<file path="src/rtl/sr_latch_cmd_gen.sv">
// Command stage for a gated SR latch: synchronises and debounces two push buttons,
// then turns each clean press into a bounded en/s or en/r window, never s and r together.
module sr_latch_cmd_gen #(
  parameter int DEBOUNCE_CYCLES = 4,
  parameter int PULSE_LEN       = 2,
  parameter int CNT_W           = 8
) (
  input  logic clk,
  input  logic rst,
  input  logic set_btn,
  input  logic rst_btn,
  output logic s,
  output logic r,
  output logic en,
  output logic busy,
  output logic err
);

  // state | meaning
  // IDLE  | waiting for a press event
  // DRIVE | en high with s or r held for PULSE_LEN cycles
  // HOLD  | outputs low until both buttons are released (debounced)
  typedef enum logic [1:0] {IDLE, DRIVE, HOLD} state_t;

  localparam logic [CNT_W-1:0] DB_TC    = CNT_W'(DEBOUNCE_CYCLES - 1);
  localparam logic [CNT_W-1:0] PULSE_LD = CNT_W'(PULSE_LEN - 1);

  // bit 0 = set channel, bit 1 = reset channel
  logic [1:0]       sync1;
  logic [1:0]       sync2;
  logic [1:0]       stable;
  logic [1:0]       stable_d;
  logic [CNT_W-1:0] db_cnt [2];
  logic [1:0]       press;

  state_t           state;
  logic [CNT_W-1:0] pulse_cnt;

  always_ff @(posedge clk or posedge rst) begin
    if (rst) begin
      sync1    <= '0;
      sync2    <= '0;
      stable   <= '0;
      stable_d <= '0;
      for (int i = 0; i < 2; i++) db_cnt[i] <= '0;
    end else begin
      sync1    <= {rst_btn, set_btn};
      sync2    <= sync1;
      stable_d <= stable;
      for (int i = 0; i < 2; i++) begin
        if (sync2[i] != stable[i]) begin
          if (db_cnt[i] == DB_TC) begin
            stable[i] <= ~stable[i];
            db_cnt[i] <= '0;
          end else if (db_cnt[i] != '1) begin
            db_cnt[i] <= db_cnt[i] + 1'b1;
          end
        end else begin
          db_cnt[i] <= '0;
        end
      end
    end
  end

  assign press = stable & ~stable_d;

  always_ff @(posedge clk or posedge rst) begin
    if (rst) begin
      state     <= IDLE;
      s         <= 1'b0;
      r         <= 1'b0;
      en        <= 1'b0;
      busy      <= 1'b0;
      err       <= 1'b0;
      pulse_cnt <= '0;
    end else begin
      err <= 1'b0;
      case (state)
        IDLE: begin
          if (press == 2'b11) begin
            err   <= 1'b1;
            busy  <= 1'b1;
            state <= HOLD;
          end else if (press[0]) begin
            s         <= 1'b1;
            r         <= 1'b0;
            en        <= 1'b1;
            busy      <= 1'b1;
            pulse_cnt <= PULSE_LD;
            state     <= DRIVE;
          end else if (press[1]) begin
            s         <= 1'b0;
            r         <= 1'b1;
            en        <= 1'b1;
            busy      <= 1'b1;
            pulse_cnt <= PULSE_LD;
            state     <= DRIVE;
          end
        end
        DRIVE: begin
          if (pulse_cnt == '0) begin
            s     <= 1'b0;
            r     <= 1'b0;
            en    <= 1'b0;
            state <= HOLD;
          end else begin
            pulse_cnt <= pulse_cnt - 1'b1;
          end
        end
        HOLD: begin
          // presses seen here are dropped; wait for a full release first
          if (stable == 2'b00) begin
            busy  <= 1'b0;
            state <= IDLE;
          end
        end
        default: state <= IDLE;
      endcase
    end
  end

endmodule

</file>
<file path="config.mk">
export PLATFORM = sky130hd
export DESIGN_NAME = sr_latch_cmd_gen
export DESIGN_NICKNAME = d
export VERILOG_FILES = /design/src/rtl/sr_latch_cmd_gen.sv
export SDC_FILE = /design/constraint.sdc
export NUM_CORES = 1
export LEC_CHECK = 0
export ABC_AREA = 0
export BUFFER_PORTS_ARGS = -buffer_cell sky130_fd_sc_hd__buf_4
export CORE_ASPECT_RATIO = 1.5
export CORE_MARGIN = 4
export CORE_UTILIZATION = 60
export CTS_CLUSTER_SIZE = 24
export DETAILED_ROUTE_END_ITERATION = 16
export PLACE_DENSITY = 0.83
export RECOVER_POWER = 50
export SLEW_MARGIN = 20
export SYNTH_ARGS = -nofsm -noshare
export SYNTH_HDL_FRONTEND = slang
export SYNTH_SLANG_ARGS = --single-unit
export TNS_END_PERCENT = 30
</file>
<file path="constraint.sdc">
create_clock -name clk -period 2 [get_ports clk]
set_clock_uncertainty 0.05 [all_clocks]
set_input_delay 0.3 -clock clk [delete_from_list [all_inputs] [get_ports clk]]
set_output_delay 0.3 -clock clk [all_outputs]
set_load 0.03 [all_outputs]
</file>
# After elaboration in Yosys (flattened, before gate mapping)
# Index checks and enable logic that the tools add are counted.
[totals]
regBits = 39
output_inout_bits = 5
elab_cells = 83
[op_classes]
reduce_logical = 11
n_bitwise = 4
n_mux = 34
eq_ne = 17
add_sub_neg = 3
[ops]
columns = ["cell", "count"]
rows = [
  ["2-to-1 mux 8 bit", 10],
  ["adder 8 x 1 -> 8 bit (second input constant)", 2],
  ["equality test 8 x 2 -> 1 bit (second input constant)", 2],
  ["inequality test 8 bit (second input constant)", 2],
  ["case mux 8 bit (2 select lines)", 1],
  ["2-to-1 mux 1 bit", 13],
  ["2-to-1 mux 2 bit", 5],
  ["logical NOT 8 bit", 1],
  ["inequality test 2 bit (second input constant)", 4],
  ["case mux 1 bit (2 select lines)", 4],
  ["AND reduction 4 bit", 2],
  ["subtractor 8 x 1 -> 8 bit (second input constant)", 1],
  ["inequality test 3 x 1 -> 1 bit (second input constant)", 2],
  ["case mux 2 bit (3 select lines)", 1],
  ["AND reduction 3 bit", 2],
  ["equality test 2 bit (second input constant)", 2],
  ["logical NOT 2 bit", 2],
  ["inequality test 4 bit (second input constant)", 1],
  ["AND reduction 2 bit", 2],
  ["nonzero test 2 bit", 2],
  ["inequality test 3 bit (second input constant)", 1],
  ["AND 2 bit", 1],
  ["equality test 2 x 1 -> 1 bit (second input constant)", 1],
  ["inequality test 1 bit", 2],
  ["2 further kinds", 3],
]

# Longest topological paths before layout
# Gate-level depths: netlist of run 1.
[logic_depth]
ltp_word = 6
ltp_mapped = 6
mapped_depth_nobuf = 6

# Worst setup path after synthesis of run 1
# OpenSTA, ideal clock, no wires.
[synth_timing]
path_type = "register to register"
startpoint = "reg pulse_cnt[0]"
endpoint = "reg r"
setup_ns = 0.118
slack_ns = 0.219
t_arrival_ns = 1.613
n_path_buf = 0
stages_incl_launch_ff = 7
cell_sequence = "dfrtp_1 inv_1 ha_1 nor3b_1 nand2_1 a21o_1 a21o_1"
[synth_via]
elab_chain_cells = 3
[synth_lines]
columns = ["element", "line", "rtl"]
rows = [
  ["start: declaration", "37", "logic [CNT_W-1:0] pulse_cnt;"],
  ["start signal: assignment", "107", "pulse_cnt <= pulse_cnt - 1'b1;"],
  ["logical NOT 8 bit", "101", "if (pulse_cnt == '0) begin"],
  ["inequality test 2 bit (no source line)", "n/a", ""],
  ["AND reduction 4 bit (no source line)", "n/a", ""],
  ["end signal: assignment", "86", "r <= 1'b0;"],
  ["end signal: assignment", "93", "r <= 1'b1;"],
  ["end signal: assignment", "103", "r <= 1'b0;"],
  ["end: declaration", "13", "output logic r,"],
]
# Every way passes these cells.
# A chain may end at the register's enable or synchronous reset.

# Worst setup path after layout of run 1
# Ends and elaborated chain as after synthesis.

==> results of run 1 <==
cell type report:
| cell class | instances | area (um^2) |
|---|---|---|
| Sequential cell | 39 | 976 |
| Fill cell | 243 | 900 |
| Inverter | 6 | 22.5 |
| Tap cell | 39 | 48.8 |
| Clock buffer | 5 | 68.8 |
| Clock inverter | 1 | 7.51 |
| Timing Repair Buffer | 12 | 75.1 |
| Multi-Input combinational cell | 135 | 845 |
synthesized netlist by cell type (4+ instances only):
cell type   n
dfrtp_1    39
nor2_1     25
a21oi_1    11
nand2_1    11
nand3_1     9
nor3_1      8
o21ai_0     8
mux2i_1     7
inv_1       6
xor2_1      6
xnor2_1     5
a31oi_1     4
ha_1        4
where the power goes:
| part | internal, mW | switching (mW) | total, mW |
|---|---|---|---|
| clock network | 0.231 | 0.252 | 0.483 |
| registers | 1.01 | 0.214 | 1.22 |
| logic | 0.456 | 0.693 | 1.15 |
| total | 1.69 | 1.16 | 2.85 |
layer usage:
metal,vias to the layer above,wire length (um),track usage
li1,680,-,-
met1,707,1440,0.236
met2,49,1930,0.337
met3,6,184,0.0528
met4,0,44,0.0870
met5,-,0,0
cells by family (layout without fill, tap and decap cells):
kind of cell / Yosys count / count (layout) / share of synthesized area
XOR/XNOR: 11 / 11 / 0.0515
flip-flops: 39 / 39 / 0.522
AO/OA/AOI/OAI: 32 / 32 / 0.102
multiplexers: 9 / 9 / 0.0495
adder cells (fa/ha/maj): 4 / 4 / 0.0268
buffers and inverters: 11 / 24 / 0.0261
AND/OR/NAND/NOR: 79 / 79 / 0.222
flip-flops by register name, summed over array words and instances (netlist names):
register   cells
busy           1
db_cnt        16
s              1
pulse_cnt      8
en             1
sync2          2
stable         2
state          2
err            1
sync1          2
r              1
stable_d       2
how the worst max path moves through the flow:
stage,start,endpoint,slack (ns),cells past startpoint
2_1_floorplan,pulse_cnt[0],r,0.22,6
3_3_place_gp,state[1],pulse_cnt[7],0.29,4
3_5_place_dp,state[1],pulse_cnt[7],0.20,4
4_1_cts,state[1],pulse_cnt[7],0.20,4
5_1_grt,pulse_cnt[0],pulse_cnt[0],0.02,6
6_report,pulse_cnt[0],r,0.18,6
per-stage QoR:
stage / hold WS, ns / instances
2_1_floorplan: 0.281 / 185
3_3_place_gp: 0.281 / 230
3_5_place_dp: 0.285 / 230
4_1_cts: 0.0606 / 237
5_1_grt: 0.0773 / 237
6_report: 0.0930 / 237
==> results.yml, run 1 <==
clock_network:
  cts_tree: "done"
  ctsHoldBuffers: 1
  cts_sinks: 39
  path_clk_slew_ns: 0.07
  cts_htree_levels: 2
  numCtsBuffers: 5
  cts_buffer_depth: 2
  cts_resized: 0
  clk_latency_ns: 0.29
  cts_setup_buffers: 0
  cts_root_buf: "clkbuf_8"
power:
  power_mw: 2.85
  irDropWorstVdd_v: 0.000928
  p_leak_nw: 0.908
  powerDensity_nw_per_um2: 1400
place:
  place_ws_ns: 0.205
  hpwl_mm: 2.59
  gp_congestion: 0.833
  io_buffer_count: 8
  placed_area_um2: 1990
logic_synthesis:
  yosys_warnings: 0
  async_flop_share: 1.00
  synth.distinct_cells: 38
  mappedNetlistNets: 193
  ys_ff_latch: 39
  seq_area_frac_synth: 0.522
  synthFlopType: "dfrtp_1"
  yosysTopAreaCellShare: 0.522
  synth_largest_area_cell: "dfrtp_1"
  avgSynthCellArea_um2: 10.1
  ys_top_cells_by_area: "dfrtp_1 52%, nor2_1 5.0%, mux2i_1 3.7%"
  synth_edf_count: 0
  synth_area_um2: 1870
  synthCells: 185
timing:
  fmax_mhz: 548
  rsz0062_at_grt: "no"
  worst_pin_slew_ns: 0.694
  final_max_slew_viol_count: 0
  setup-violations-final: 0
  slew_headroom: 0.538
  setup_tns_ns: 0
  finalHoldViolCount: 0
  min_period_ns: 1.82
  setup_slack_ns: 0.175
  min_period_over_period: 0.912
critical_path:
  cp_max_fo: 4
  reg2reg_depth: 6
  crit_buf_inv: 1
  max_stage_delay_ns: 0.38
  cp_top_family: "simple AND/OR/NAND/NOR gates"
  crit_chain: "inv_1, ha_1, nor3b_1, nand2_1, a21o_1, a21o_1"
  critical_path_required_ns: 2.13
  crit_path_top_delay_cell: "dfrtp_1"
  r2r-end: "r"
  crit_type: "flop to flop"
  timing.rr.start: "pulse_cnt[0]"
  rrSetupSlack_ns: 0.18
  end_kind: "flop"
  arrival_ns: 1.95
  critPathLaunchType: "flop"
  cp_common_cell: "a21o_1"
routing:
  routed_wl_mm: 3.60
  vias_per_cell: 6.08
  wl_per_cell_um: 15.2
  drc: 0
  postRouteAntennaNets: 0
  drt_iter0_drc: 60
  num_vias: 1442
  drt_first_pass_iters: 5
finish:
  stdcell_area_um2: 2040
  final_common_cell: "dfrtp_1"
  diodes: 0
  drive_gt1_frac: 0.0909
  final_cell_mix: "39 x dfrtp_1, 25 x nor2_1, 11 x nand2_1, 11 x a21oi_1, 9 x nand3_1"
  final_core_util: 0.694
  nets: 207
  syn2layout_area_growth_pct: 9.30
worst_hold_path:
  min_from: "rst_btn"
  hold_path_end: "sync1[1]"
  whs_path_depth: 1
  hp-class: "input pin to flop"
floorplanning:
  initial_core_util: 0.635
  ios: 9
  core_area_um2: 2940
  std_cell_rows: 24
  die_y_um: 76.4
  die_x_um: 53.6
  die_area_um2: 4090
global_routing:
  grt_usage: 0.202
  antenna_found_initial: 0
  grt_pass1_vias: 1458
  grt_max_degree: 30
  grt_remaining_overflow: 0
  grt_pass1_wl_mm: 6.18
job:
  max_cap_viol_count: 0
status:
  outcome: "finished clean"
Note: power is estimated with default switching activity, not from simulation.
==> run 2, diff against run 1 <==
--- a/config.mk
+++ b/config.mk
@@ -8,7 +8,7 @@
 export ABC_AREA = 0
 export BUFFER_PORTS_ARGS = -buffer_cell sky130_fd_sc_hd__buf_4
 export CORE_ASPECT_RATIO = 1.5
-export CORE_MARGIN = 4
+export CORE_MARGIN = 2
 export CORE_UTILIZATION = 60
 export CTS_CLUSTER_SIZE = 24
 export DETAILED_ROUTE_END_ITERATION = 16
==> run 2 against run 1 <==
Compared with the run above:
- final area grew 0.18%
- wire length shrank 2.3%
- hold slack got worse by 0.0074 ns
- sequential share of layout area down 0.088 points
- total power shrank 0.42%
- register-to-register slack about the same
- global-route usage rose by 1.7 points
- sequential cell count did not move
- non-clock buffer count stayed put
- maximum frequency is 0.66% higher
==> results.yml, run 2 (synthesis gave the netlist of run 1 again) <==
status:
  outcome: "finished clean"
timing:
  slew_headroom: 0.527
  holdWs_ns: 0.0855
  final_max_slew_viol_count: 0
  rsz0062_at_grt: "no"
  min_period_over_period: 0.906
  min_period_ns: 1.81
  worst_pin_slew_ns: 0.709
  finalHoldViolCount: 0
  fmax_mhz: 552
  setup_tns_ns: 0
  setup-violations-final: 0
critical_path:
  cp-startpoint: "state[1]"
  arrival_ns: 1.94
  r2r-end: "pulse_cnt[7]"
  critical_path_required_ns: 2.12
  timing.rr.start: "state[1]"
  cp_max_fo: 10
  rrSetupSlack_ns: 0.19
  critPathLaunchType: "flop"
  end_kind: "flop"
  reg2reg_depth: 4
  crit_type: "flop to flop"
routing:
  dr.max_layer_used: "met4"
  wl_met2_mm: 1.87
  routed-wl-met3_um: 136
  postRouteAntennaNets: 0
  vias_per_cell: 5.97
  met1_length_mm: 1.44
  wl_per_cell_um: 14.7
  drc: 0
  drt_first_pass_iters: 4
  num_vias: 1428
  drt_iter0_drc: 27
  routed_wl_mm: 3.51
clock_network:
  cts_root_buf: "clkbuf_8"
  path_clk_slew_ns: 0.07
  cts_htree_levels: 2
  clk_latency_ns: 0.29
  numCtsBuffers: 5
  cts_setup_buffers: 0
  cts_tree: "done"
  cts_buffer_depth: 2
  cts_sinks: 39
place:
  placed_area_um2: 1990
  hpwl_mm: 2.45
  io_buffer_count: 8
  gp_congestion: 0.795
floorplanning:
  initial_core_util: 0.635
  die_y_um: 72.4
  die_x_um: 49.6
  die_area_um2: 3590
  std_cell_rows: 24
  core_area_um2: 2940
  ios: 9
global_routing:
  grt_pass1_wl_mm: 5.97
  grt_remaining_overflow: 0
  antenna_found_initial: 0
  grt_max_degree: 30
  grt_pass1_vias: 1442
  grt_usage: 0.220
finish:
  stdcell_area_um2: 2050
  multi_input_area_um2: 845
  diodes: 0
  final_core_util: 0.696
  drive_gt1_frac: 0.0950
  nets: 207
  final_common_cell: "dfrtp_1"
  regMostFlops: "db_cnt"
  final_cell_mix: "39 x dfrtp_1, 25 x nor2_1, 11 x nand2_1, 11 x a21oi_1, 9 x nand3_1"
  largest_reg_flops: 16
  syn2layout_area_growth_pct: 9.50
  seq_area_um2: 976
  fillers: 259
  top_regs: "db_cnt: 16 flops, pulse_cnt: 8 flops"
worst_hold_path:
  hp-class: "input pin to flop"
  min_from: "rst_btn"
  hold_path_end: "sync1[1]"
  whs_path_depth: 1
power:
  irDropWorstVdd_v: 0.000843
  powerDensity_nw_per_um2: 1390
  p_leak_nw: 0.916
job:
  max_cap_viol_count: 0
-- run 2: cell count changes in the layout (fill, tap and decap cells not counted) --
cell,change
clkbuf_1,+1
clkinv_2,+3
buf_4,-1
clkinvlp_4,-1
-- run 2: critical path: stages, from the launching register on --
cell     delay, ns
dfrtp_1       0.47
or4b_4        0.60
nor4_1        0.29
mux2i_1       0.23
nor2_1        0.06
-- run 2: area by class of cell --
class / count / area share
inverter: 6 / 0.0110
multi-input combinational: 135 / 0.413
clock buffer: 5 / 0.0336
tap: 39 / 0.0238
sequential: 39 / 0.477
timing repair buffer: 12 / 0.0348
clock inverter: 3 / 0.00733
-- run 2: what timing repair did --
item / CTS / global route
hold endpoints to repair: 10 / 0
hold buffers: 1 / 0
resized for setup: 0 / 0
-- run 2: routing by layer --
| metal | track usage | up-vias |
|---|---|---|
| li1 | - | 685 |
| met1 | 0.233 | 702 |
| met2 | 0.403 | 36 |
| met3 | 0.0576 | 5 |
| met4 | 0.0988 | 0 |
| met5 | 0 | - |
-- run 2: per-stage QoR --
stage	total power, mW	std cells	worst slack [ns]
finish	2.84	239	0.187
global route	3.06	239	0.0885
CTS	2.90	239	0.223
detailed placement	2.37	230	0.231
global placement	2.29	230	0.300
floorplan	2.08	185	0.219
-- run 2: worst max path at each step --
| stage | end | slack [ns] | depth (start not counted) |
|---|---|---|---|
| 2_1_floorplan | r | 0.22 | 6 |
| 4_1_cts | pulse_cnt[7] | 0.22 | 4 |
| 3_5_place_dp | pulse_cnt[7] | 0.23 | 4 |
| 5_1_grt | pulse_cnt[7] | 0.09 | 4 |
| 6_report | pulse_cnt[7] | 0.19 | 4 |
| 3_3_place_gp | pulse_cnt[7] | 0.30 | 4 |
-- run 2: report_power, final --
group          switching (mW)  total, mW  internal, mW
logic                   0.663       1.11         0.451
clock network           0.267      0.505         0.238
registers               0.216       1.22          1.01
